--- config.mk ---
export PLATFORM = sky130hd
export DESIGN_NAME = sram_port_arbiter
export DESIGN_NICKNAME = d
export VERILOG_FILES = /design/src/rtl/sram_arb_pkg.sv /design/src/rtl/sram_access_timer.sv /design/src/rtl/sram_port_arbiter.sv
export SDC_FILE = /design/constraint.sdc
export NUM_CORES = 1
export LEC_CHECK = 0
export BUFFER_PORTS_ARGS = -buffer_cell sky130_fd_sc_hd__buf_2
export CAP_MARGIN = 10
export CORE_UTILIZATION = 49
export CTS_CLUSTER_DIAMETER = 50
export DETAILED_ROUTE_END_ITERATION = 10
export HOLD_SLACK_MARGIN = 0.06
export PLACE_DENSITY = 0.78
export SETUP_SLACK_MARGIN = 0.3
export SLEW_MARGIN = 15
export SYNTH_ARGS = -nofsm -noshare
export SYNTH_HDL_FRONTEND = slang
export SYNTH_SLANG_ARGS = --single-unit
--- constraint.sdc ---
create_clock -name clk_i -period 2.3 [get_ports clk_i]
set_input_delay 0.46 -clock clk_i [delete_from_list [all_inputs] [get_ports clk_i]]
set_output_delay 0.46 -clock clk_i [all_outputs]
set_load 0.005 [all_outputs]
--- src/rtl/sram_arb_pkg.sv ---
// Shared widths, defaults and FSM state type for the scan SRAM port arbiter.
package sram_arb_pkg;

    localparam int unsigned SRAM_AW               = 20;
    localparam int unsigned SRAM_DW               = 16;
    localparam int unsigned DEFAULT_SCAN_WORDS    = 52;
    localparam int unsigned DEFAULT_ACCESS_CYCLES = 2;
    localparam int unsigned TIMER_W               = 4;
    localparam int unsigned FILL_W                = 16;

    typedef enum logic [2:0] {
        StIdle,
        StWrite,
        StWrRec,
        StRead,
        StRdRec
    } arb_state_e;

endpackage

--- src/rtl/sram_access_timer.sv ---
// Loadable down-counter timing the strobe dwell of one SRAM access.
module sram_access_timer
    import sram_arb_pkg::*;
(
    input  logic               clk,
    input  logic               rst,
    input  logic               load,
    input  logic [TIMER_W-1:0] load_value,
    output logic               done
);

    logic [TIMER_W-1:0] count_q;

    always_ff @(posedge clk) begin
        if (rst) begin
            count_q <= '0;
        end else if (load) begin
            count_q <= load_value;
        end else if (count_q != '0) begin
            count_q <= count_q - 1'b1;
        end
    end

    assign done = (count_q == '0);

endmodule

--- src/rtl/sram_port_arbiter.sv ---
// Shares the single-port scan SRAM between the acquisition writer and the packet reader,
// and flags the packet builder once a full scan has been stored.
module sram_port_arbiter
    import sram_arb_pkg::*;
#(
    parameter int unsigned ACCESS_CYCLES = DEFAULT_ACCESS_CYCLES,
    parameter int unsigned SCAN_WORDS    = DEFAULT_SCAN_WORDS
) (
    input  logic               clk_i,
    input  logic               rst_i,
    input  logic               wr_req_i,
    input  logic [SRAM_AW-1:0] wr_addr_i,
    input  logic [SRAM_DW-1:0] wr_data_i,
    output logic               wr_ack_o,
    input  logic               rd_req_i,
    input  logic [SRAM_AW-1:0] rd_addr_i,
    output logic [SRAM_DW-1:0] rd_data_o,
    output logic               rd_valid_o,
    input  logic               ready_clr_i,
    output logic               sram_ready_o,
    output logic [SRAM_AW-1:0] sram_addr_o,
    output logic [SRAM_DW-1:0] sram_dq_o,
    output logic               sram_dq_oe_o,
    input  logic [SRAM_DW-1:0] sram_dq_i,
    output logic               sram_ce_n_o,
    output logic               sram_we_n_o,
    output logic               sram_oe_n_o
);

    // Timer is loaded on the grant edge, so it counts the remaining dwell cycles.
    localparam logic [TIMER_W-1:0] DwellLoad = TIMER_W'(ACCESS_CYCLES - 1);

    arb_state_e         state_q;
    logic               last_was_write_q;
    logic               grant_write;
    logic               grant_read;
    logic               timer_done;
    logic [FILL_W-1:0]  fill_q;
    logic [FILL_W-1:0]  fill_d;
    logic               ready_q;
    logic               wr_ack_q;
    logic               rd_valid_q;
    logic [SRAM_DW-1:0] rd_data_q;
    logic [SRAM_AW-1:0] addr_q;
    logic [SRAM_DW-1:0] dq_q;
    logic               dq_oe_q;
    logic               ce_n_q;
    logic               we_n_q;
    logic               oe_n_q;

    always_comb begin
        grant_write = 1'b0;
        grant_read  = 1'b0;
        if (state_q == StIdle) begin
            if (wr_req_i && rd_req_i) begin
                grant_write = !last_was_write_q;
                grant_read  = last_was_write_q;
            end else begin
                grant_write = wr_req_i;
                grant_read  = rd_req_i;
            end
        end
    end

    sram_access_timer u_timer (
        .clk        (clk_i),
        .rst        (rst_i),
        .load       (grant_write | grant_read),
        .load_value (DwellLoad),
        .done       (timer_done)
    );

    // The count moves at the end of the ack cycle so a coincident clear still keeps that write.
    always_comb begin
        fill_d = fill_q;
        if (ready_clr_i) begin
            fill_d = (state_q == StWrRec) ? FILL_W'(1) : '0;
        end else if (state_q == StWrRec && fill_q != '1) begin
            fill_d = fill_q + 1'b1;
        end
    end

    always_ff @(posedge clk_i) begin
        if (rst_i) begin
            state_q          <= StIdle;
            last_was_write_q <= 1'b0;
            fill_q           <= '0;
            ready_q          <= 1'b0;
            wr_ack_q         <= 1'b0;
            rd_valid_q       <= 1'b0;
            rd_data_q        <= '0;
            addr_q           <= '0;
            dq_q             <= '0;
            dq_oe_q          <= 1'b0;
            ce_n_q           <= 1'b1;
            we_n_q           <= 1'b1;
            oe_n_q           <= 1'b1;
        end else begin
            wr_ack_q   <= 1'b0;
            rd_valid_q <= 1'b0;
            fill_q     <= fill_d;
            ready_q    <= (32'(fill_d) >= SCAN_WORDS);
            case (state_q)
                StIdle: begin
                    if (grant_write) begin
                        state_q          <= StWrite;
                        last_was_write_q <= 1'b1;
                        addr_q           <= wr_addr_i;
                        dq_q             <= wr_data_i;
                        ce_n_q           <= 1'b0;
                        we_n_q           <= 1'b0;
                        dq_oe_q          <= 1'b1;
                    end else if (grant_read) begin
                        state_q          <= StRead;
                        last_was_write_q <= 1'b0;
                        addr_q           <= rd_addr_i;
                        ce_n_q           <= 1'b0;
                        oe_n_q           <= 1'b0;
                    end
                end
                StWrite: begin
                    if (timer_done) begin
                        state_q  <= StWrRec;
                        we_n_q   <= 1'b1;
                        wr_ack_q <= 1'b1;
                    end
                end
                StWrRec: begin
                    // Bus stays driven through recovery for data hold, released here.
                    state_q <= StIdle;
                    ce_n_q  <= 1'b1;
                    dq_oe_q <= 1'b0;
                end
                StRead: begin
                    if (timer_done) begin
                        state_q    <= StRdRec;
                        oe_n_q     <= 1'b1;
                        ce_n_q     <= 1'b1;
                        rd_valid_q <= 1'b1;
                        rd_data_q  <= sram_dq_i;
                    end
                end
                StRdRec: begin
                    state_q <= StIdle;
                end
                default: begin
                    state_q <= StIdle;
                    dq_oe_q <= 1'b0;
                    ce_n_q  <= 1'b1;
                    we_n_q  <= 1'b1;
                    oe_n_q  <= 1'b1;
                end
            endcase
        end
    end

    assign wr_ack_o     = wr_ack_q;
    assign rd_valid_o   = rd_valid_q;
    assign rd_data_o    = rd_data_q;
    assign sram_ready_o = ready_q;
    assign sram_addr_o  = addr_q;
    assign sram_dq_o    = dq_q;
    assign sram_dq_oe_o = dq_oe_q;
    assign sram_ce_n_o  = ce_n_q;
    assign sram_we_n_o  = we_n_q;
    assign sram_oe_n_o  = oe_n_q;

endmodule

After elaboration in Yosys (flattened, before gate mapping)
Index checks and enable logic that the tools add are counted.

word-level totals
  flip-flop bits (word level) = 83
  latch bits = 0
  memory bits (writable) = 0
  bits in read-only memories = 0
  input port bits = 77
  output and inout port bits = 59
  word-level logic and storage cells = 87
  memories = 0

operators by class
  $add $sub $neg = 2
  $mul = 0
  div/mod/pow operators = 0
  $lt $le $gt $ge = 1
  equal/unequal tests = 11
  shift operators = 0
  multiplexer cells = 28
  bitwise gates (word level) = 7
  reductions and logical operators = 23

operators with widths
  operator                                                                 number
  20-bit two-way mux                                                       2
  16-bit two-way mux                                                       2
  16-bit by 1-bit adder with 16-bit output (second input constant)         1
  16-bit by 6-bit >= comparator with 1-bit output (second input constant)  1
  16-bit inequality test (second input constant)                           1
  1-bit two-way mux                                                        15
  3-bit two-way mux                                                        4
  2-bit inequality test (second input constant)                            5
  1-bit case mux with 3 select lines                                       3
  3-bit case mux with 3 select lines                                       1
  3-bit AND reduction                                                      3
  3-bit OR reduction                                                       3
  2-bit AND reduction                                                      4
  2-bit OR reduction                                                       4
  3-bit by 2-bit equality test with 1-bit output (second input constant)   2
  1-bit NOT                                                                6
  4-bit logical NOT                                                        1
  4-bit AND reduction                                                      1
  2-bit nonzero test                                                       2
  4-bit nonzero test                                                       1
  4-bit by 1-bit subtractor with 4-bit output (second input constant)      1
  3-bit by 1-bit equality test with 1-bit output (second input constant)   1
  3-bit equality test (second input constant)                              1
  3-bit logical NOT                                                        1
  other kinds (5)                                                          6

Logic depth before layout (Yosys ltp)
  word-level depth = 6
  gate-level depth with buffers = 9

Modules after synthesis
A second synthesis with hierarchy kept.

unflattened totals
  cell total of the unflattened synthesis = 444
  area total of the unflattened synthesis = 3608.5 um^2

by module, submodules not included
  module             instances  cells an instance  area each (um^2)  sequential area each (um^2)
  sram_port_arbiter  1          420                3379.5            1581.5
  sram_access_timer  1          24                 229.0             80.1

Worst setup path after synthesis
No wires, ideal clock.

  kind = reg-to-reg
  start = register fill_q[0]
  end = register ready_q, in the netlist sram_ready_o
  library setup time = 0.134 ns
  data arrival time = 1.972 ns
  slack = 0.194 ns
  cell stages (with the launch flop) = 8
  path buffers = 0
  clock period less this slack = 2.106 ns
  cell sequence = dfxtp_1 -> ha_1 -> and4_1 -> a41oi_4 -> nand4_1 -> mux2i_1 -> nor4_1 -> or4_1

on the way
  longest elaborated chain between the ends = 5
  elaborated cells between the ends (all ways) = 6
  those cells by class = add/sub: 1; order compare: 1; eq/ne: 1; mux: 2; reduce/logical: 1

ends and longest elaborated chain
  element                                                                           RTL line                  source
  from (decl)                                                                       sram_port_arbiter.sv:38   logic [FILL_W-1:0] fill_q;
  from (signal assigned)                                                            sram_port_arbiter.sv:101  fill_q <= fill_d;
  branches (longest 2 deep; another with 16-bit by 1-bit adder with 16-bit output)  n/a
  16-bit two-way mux (*)                                                            sram_port_arbiter.sv:78   end else if (state_q == StWrRec && fill_q != '1) begin
  16-bit two-way mux (*)                                                            sram_port_arbiter.sv:76   if (ready_clr_i) begin
  16-bit by 6-bit >= comparator with 1-bit output (*)                               sram_port_arbiter.sv:102  ready_q <= (32'(fill_d) >= SCAN_WORDS);
  to (signal assigned)                                                              sram_port_arbiter.sv:102
  to (decl)                                                                         sram_port_arbiter.sv:40   logic ready_q;

Mark *: on every way between the ends.
A chain may end at the register's enable or synchronous reset.

Worst setup path after layout
  start = register state_q[2]
  end = register ready_q, in the netlist sram_ready_o

on the way
  longest elaborated chain between the ends = 5
  elaborated cells between the ends (all ways) = 6
  those cells by class = order compare: 1; eq/ne: 1; mux: 3; reduce/logical: 1

ends and longest elaborated chain
  element                                              RTL line                                          source
  from (decl)                                          sram_port_arbiter.sv:33                           arb_state_e state_q;
  from (signal assigned)                               sram_port_arbiter.sv:85                           state_q <= StIdle;
  from (signal assigned)                               sram_port_arbiter.sv:106                          state_q <= StWrite;
  from (signal assigned)                               sram_port_arbiter.sv:114                          state_q <= StRead;
  3-bit by 2-bit equality test with 1-bit output (*)   sram_port_arbiter.sv:77, sram_port_arbiter.sv:78
  1-bit logical AND                                    sram_port_arbiter.sv:78
  16-bit two-way mux                                   sram_port_arbiter.sv:78
  16-bit two-way mux (*)                               sram_port_arbiter.sv:76
  16-bit by 6-bit >= comparator with 1-bit output (*)  sram_port_arbiter.sv:102

Mark *: on every way between the ends. The rest lies on a longest branch, timed or not.

==> flow_metrics.tcl <==
set metrics [dict create \
    layout_worst_path_cycle_share_pct 97.18 \
    min_period_ns 2.235 \
    cts.sinks 83 \
    finalWeightedCongestion 0.9073 \
    criticalPathCategory "flop to flop" \
    power_frac_comb_pct 33.7 \
    synth_flop_cell "sky130_fd_sc_hd__dfxtp_1" \
    fp.dieW_um 87.37 \
    yosysWarnings 0 \
    worst_hold_path.num_cells 3 \
    netSwitchingFraction_pct 34.90 \
    relSlewSlack_pct 72.14 \
    routed_wire_length_per_instance_um 13.19 \
    ir_drop_uv 526.7 \
    internal_power_w 0.002847 \
    die-area_um2 7633 \
    initialDrtViolationCount 222 \
    yosys_register_bits 83 \
    length_of_the_first_detailed_routing_pass_in_iterations 4 \
    yosys-top-cells-area "sky130_fd_sc_hd__dfxtp_1 (47%), sky130_fd_sc_hd__nand2_1 (13%), sky130_fd_sc_hd__nor2_1 (5.8%)" \
    remaining_antenna_violation_count 0 \
    dp.final_hpwl_mm 6.290 \
    htreeDepth 3 \
    clock_power_share_pct 24.3 \
    async_flop_share_pct 0 \
    floorplan.core_area_um2 6907 \
    route.final.wire_length_mm 9.021 \
    synth_cell_type_count 46 \
    net-switching-power_w 0.001527 \
    synth_nets 528 \
    timing.fmax_ghz 0.4474 \
    most_numerous_cell_types_in_the_synthesized_netlist "sky130_fd_sc_hd__nand2_1 (120), sky130_fd_sc_hd__dfxtp_1 (83), sky130_fd_sc_hd__nor2_1 (55)" \
    areaGrowthSynthToFinish_pct 30.73 \
    num_io_pins 136 \
    syn-instance-count 449 \
    length_in_cells_of_the_worst_reg_to_reg_path 6 \
    layout-drive-gt1-share_pct 32.82 \
    route.detailed.vias_per_inst 5.181 \
    kind_of_start_point_of_the_critical_path "flop" \
    worst_hold_slack_ns 0.3330 \
    cts.reportedPaths.clkPinSlew_ns 0.09 \
    min_path_type "input pin to flop" \
    edff_count_synth 0 \
    most_instantiated_library_cell_after_synthesis "sky130_fd_sc_hd__nand2_1" \
    detailroute.via_count 3544 \
    worstPathArrival_ns 2.47 \
    yosysSeqAreaShare_pct 46.53 \
    final_area_um2 4668 \
    max_slew.worst_pin.slew_ns 0.4074 \
    power_density_nw_per_um2 936.9 \
    diodes 0 \
    multiInputGateArea_um2 1823 \
    fillCellCount 602 \
    synthesis.area_um2 3571 \
    p_total_w 0.004374 \
    grt_overflow_total 0 \
    dpl-instance-area_um2 4382 \
    rsz0062_at_grt "yes" \
    worstPathRequired_ns 2.53 \
    synth.largest_area_cell "sky130_fd_sc_hd__dfxtp_1" \
    placementRows 30 \
    cts_max_path_buffers 2 \
    finish.utilization_pct 67.59 \
    type_of_destination_of_the_critical_path "flop" \
    total_leakage_power_nw 2.092 \
    syn-mean-instance-area_um2 7.953 \
    first_pass_grt_wire_length_mm 14.29 \
    port_buffers 135 \
    clock_tree_from_tritoncts "done" \
    setup_viol 0 \
    clk_latency_ns 0.35 \
    grt_antenna_before_repair 0 \
    final_max_slew_viol_count 0 \
    max_cap_viol_count 0 \
    yosys.area.top_type_share_pct 46.53 \
    grt_max_degree 40 \
    clock-skew-final_ns 0.01447 \
    globalRouteTotalUtil_pct 23.40 \
    final.setup.tns_ns 0 \
    numCtsBuffers 9 \
    die_height_um 87.37 \
    timing.critical_path.fanout_max 5 \
    net_count_of_the_finished_layout 662 \
    ctsRootBufferMaster "sky130_fd_sc_hd__clkbuf_8" \
    timing_hold_violations_final 0 \
    outcome "finished, final reports clean" \
    p_seq_share_pct 42.1 \
    initial_core_util_pct 51.70 \
    final-seq-area_um2 1665 \
    first_global_vias 3178 \
    drc_violations_left 0 \
]
## cell type report
class                           instances  share of cell area [%]
Clock buffer                           10                   2.734
Multi-Input combinational cell        329                   39.05
Timing Repair Buffer                  156                   18.12
Clock inverter                          6                   1.528
Tap cell                               96                   2.573
Inverter                                4                  0.3216
Sequential cell                        83                   35.67
## layer usage
metal / global-route usage (%) / part of all wire (%) / wire [um]
met5: 0 / 0 / 0
met4: 7.899 / 2.2 / 199
met3: 8.057 / 7.2 / 646
met2: 37.93 / 49 / 4418
met1: 28.99 / 42 / 3756
## flip-flops by register name (all words and copies together) (netlist names)
signal	cells
last_was_write_q	1
u_timer.count_q	4
sram_we_n_o	1
sram_ready_o	1
state_q	3
fill_q	16
wr_ack_o	1
sram_dq_oe_o	1
sram_ce_n_o	1
rd_data_o	16
rd_valid_o	1
sram_oe_n_o	1
sram_dq_o	16
sram_addr_o	20
## cell families (layout without fill, tap and decap cells)
group / after synthesis / count (layout) / synth area share (%)
xor gates and xnor gates: 13 / 13 / 3.189
and+or+nand+nor: 225 / 225 / 27.79
adders and majority gates: 2 / 2 / 0.7007
muxes: 6 / 6 / 1.717
DFF: 83 / 83 / 46.53
buffers and inverters: 37 / 176 / 4.310
AOI/OAI and AO/OA: 83 / 83 / 15.77
## worst paths after layout
path	slack, ns	start	end
min	0.33	wr_data_i[14]	sram_dq_o[14]$_SDFFE_PP0P_
max reg2reg	0.06	state_q[2]$_SDFFE_PP0P_	sram_ready_o$_SDFF_PP0_
min reg2reg	0.45	rd_data_o[0]$_SDFFE_PP0P_	rd_data_o[0]$_SDFFE_PP0P_
max	0.06	state_q[2]$_SDFFE_PP0P_	sram_ready_o$_SDFF_PP0_
## power by group through the flow
stage	logic [W]	clock network (W)	registers [W]
global route	0.00166	0.00115	0.00188
detailed placement	0.00147	0	0.00187
global placement	0.00144	0	0.00186
CTS	0.00148	0.00108	0.00184
floorplan	0.000903	0	0.00189
finish	0.00147	0.00106	0.00184
## what timing repair did
item / 4_1_cts / 5_1_grt
setup buffers: 4 / 0
hold buffers: 0 / 0
pin swaps: 8 / 5
resized for setup: 10 / 3
endpoints found under the setup margin: 1 / 1
## cells in the final DEF, fill, tap and decap left out, types with 2 or more instances in the layout
cell type                      n
sky130_fd_sc_hd__nand2_1     120
sky130_fd_sc_hd__o21ai_0       7
sky130_fd_sc_hd__a31oi_1       3
sky130_fd_sc_hd__or2_2         2
sky130_fd_sc_hd__inv_6         3
sky130_fd_sc_hd__nand3_1       6
sky130_fd_sc_hd__nor3_1        7
sky130_fd_sc_hd__clkinvlp_4    2
sky130_fd_sc_hd__and3_1        3
sky130_fd_sc_hd__nor4_1        2
sky130_fd_sc_hd__nand4_1      11
sky130_fd_sc_hd__mux2i_1       5
sky130_fd_sc_hd__and4_4        2
sky130_fd_sc_hd__dfxtp_2       3
sky130_fd_sc_hd__xor2_2        2
sky130_fd_sc_hd__buf_2       135
sky130_fd_sc_hd__a311oi_1     20
sky130_fd_sc_hd__a211o_1       2
sky130_fd_sc_hd__a2111oi_0     2
sky130_fd_sc_hd__a21oi_1      38
sky130_fd_sc_hd__inv_1         4
sky130_fd_sc_hd__a211oi_1      2
sky130_fd_sc_hd__clkbuf_8      9
sky130_fd_sc_hd__xnor2_1       3
sky130_fd_sc_hd__xor2_1        8
sky130_fd_sc_hd__dfxtp_1      80
sky130_fd_sc_hd__or3_1         3
sky130_fd_sc_hd__nor2_1       53
sky130_fd_sc_hd__buf_4        20
sky130_fd_sc_hd__nor2b_1       4
## through the flow
stage	cells	setup WS, ns
2_1_floorplan	449	0.2519
3_3_place_gp	664	0.1156
3_5_place_dp	664	0.01090
4_1_cts	684	0.1885
5_1_grt	684	-0.03559
6_report	684	0.06493
## critical path, cell delays in order, from the launching register on
cell                        delay (ns)
sky130_fd_sc_hd__dfxtp_1          0.32
sky130_fd_sc_hd__or3b_4           0.46
sky130_fd_sc_hd__nor3_4           0.29
sky130_fd_sc_hd__o2111ai_2        0.21
sky130_fd_sc_hd__xor2_2           0.26
sky130_fd_sc_hd__a41oi_2          0.17
sky130_fd_sc_hd__or4_1            0.41
(Power assumes the default switching activity.)
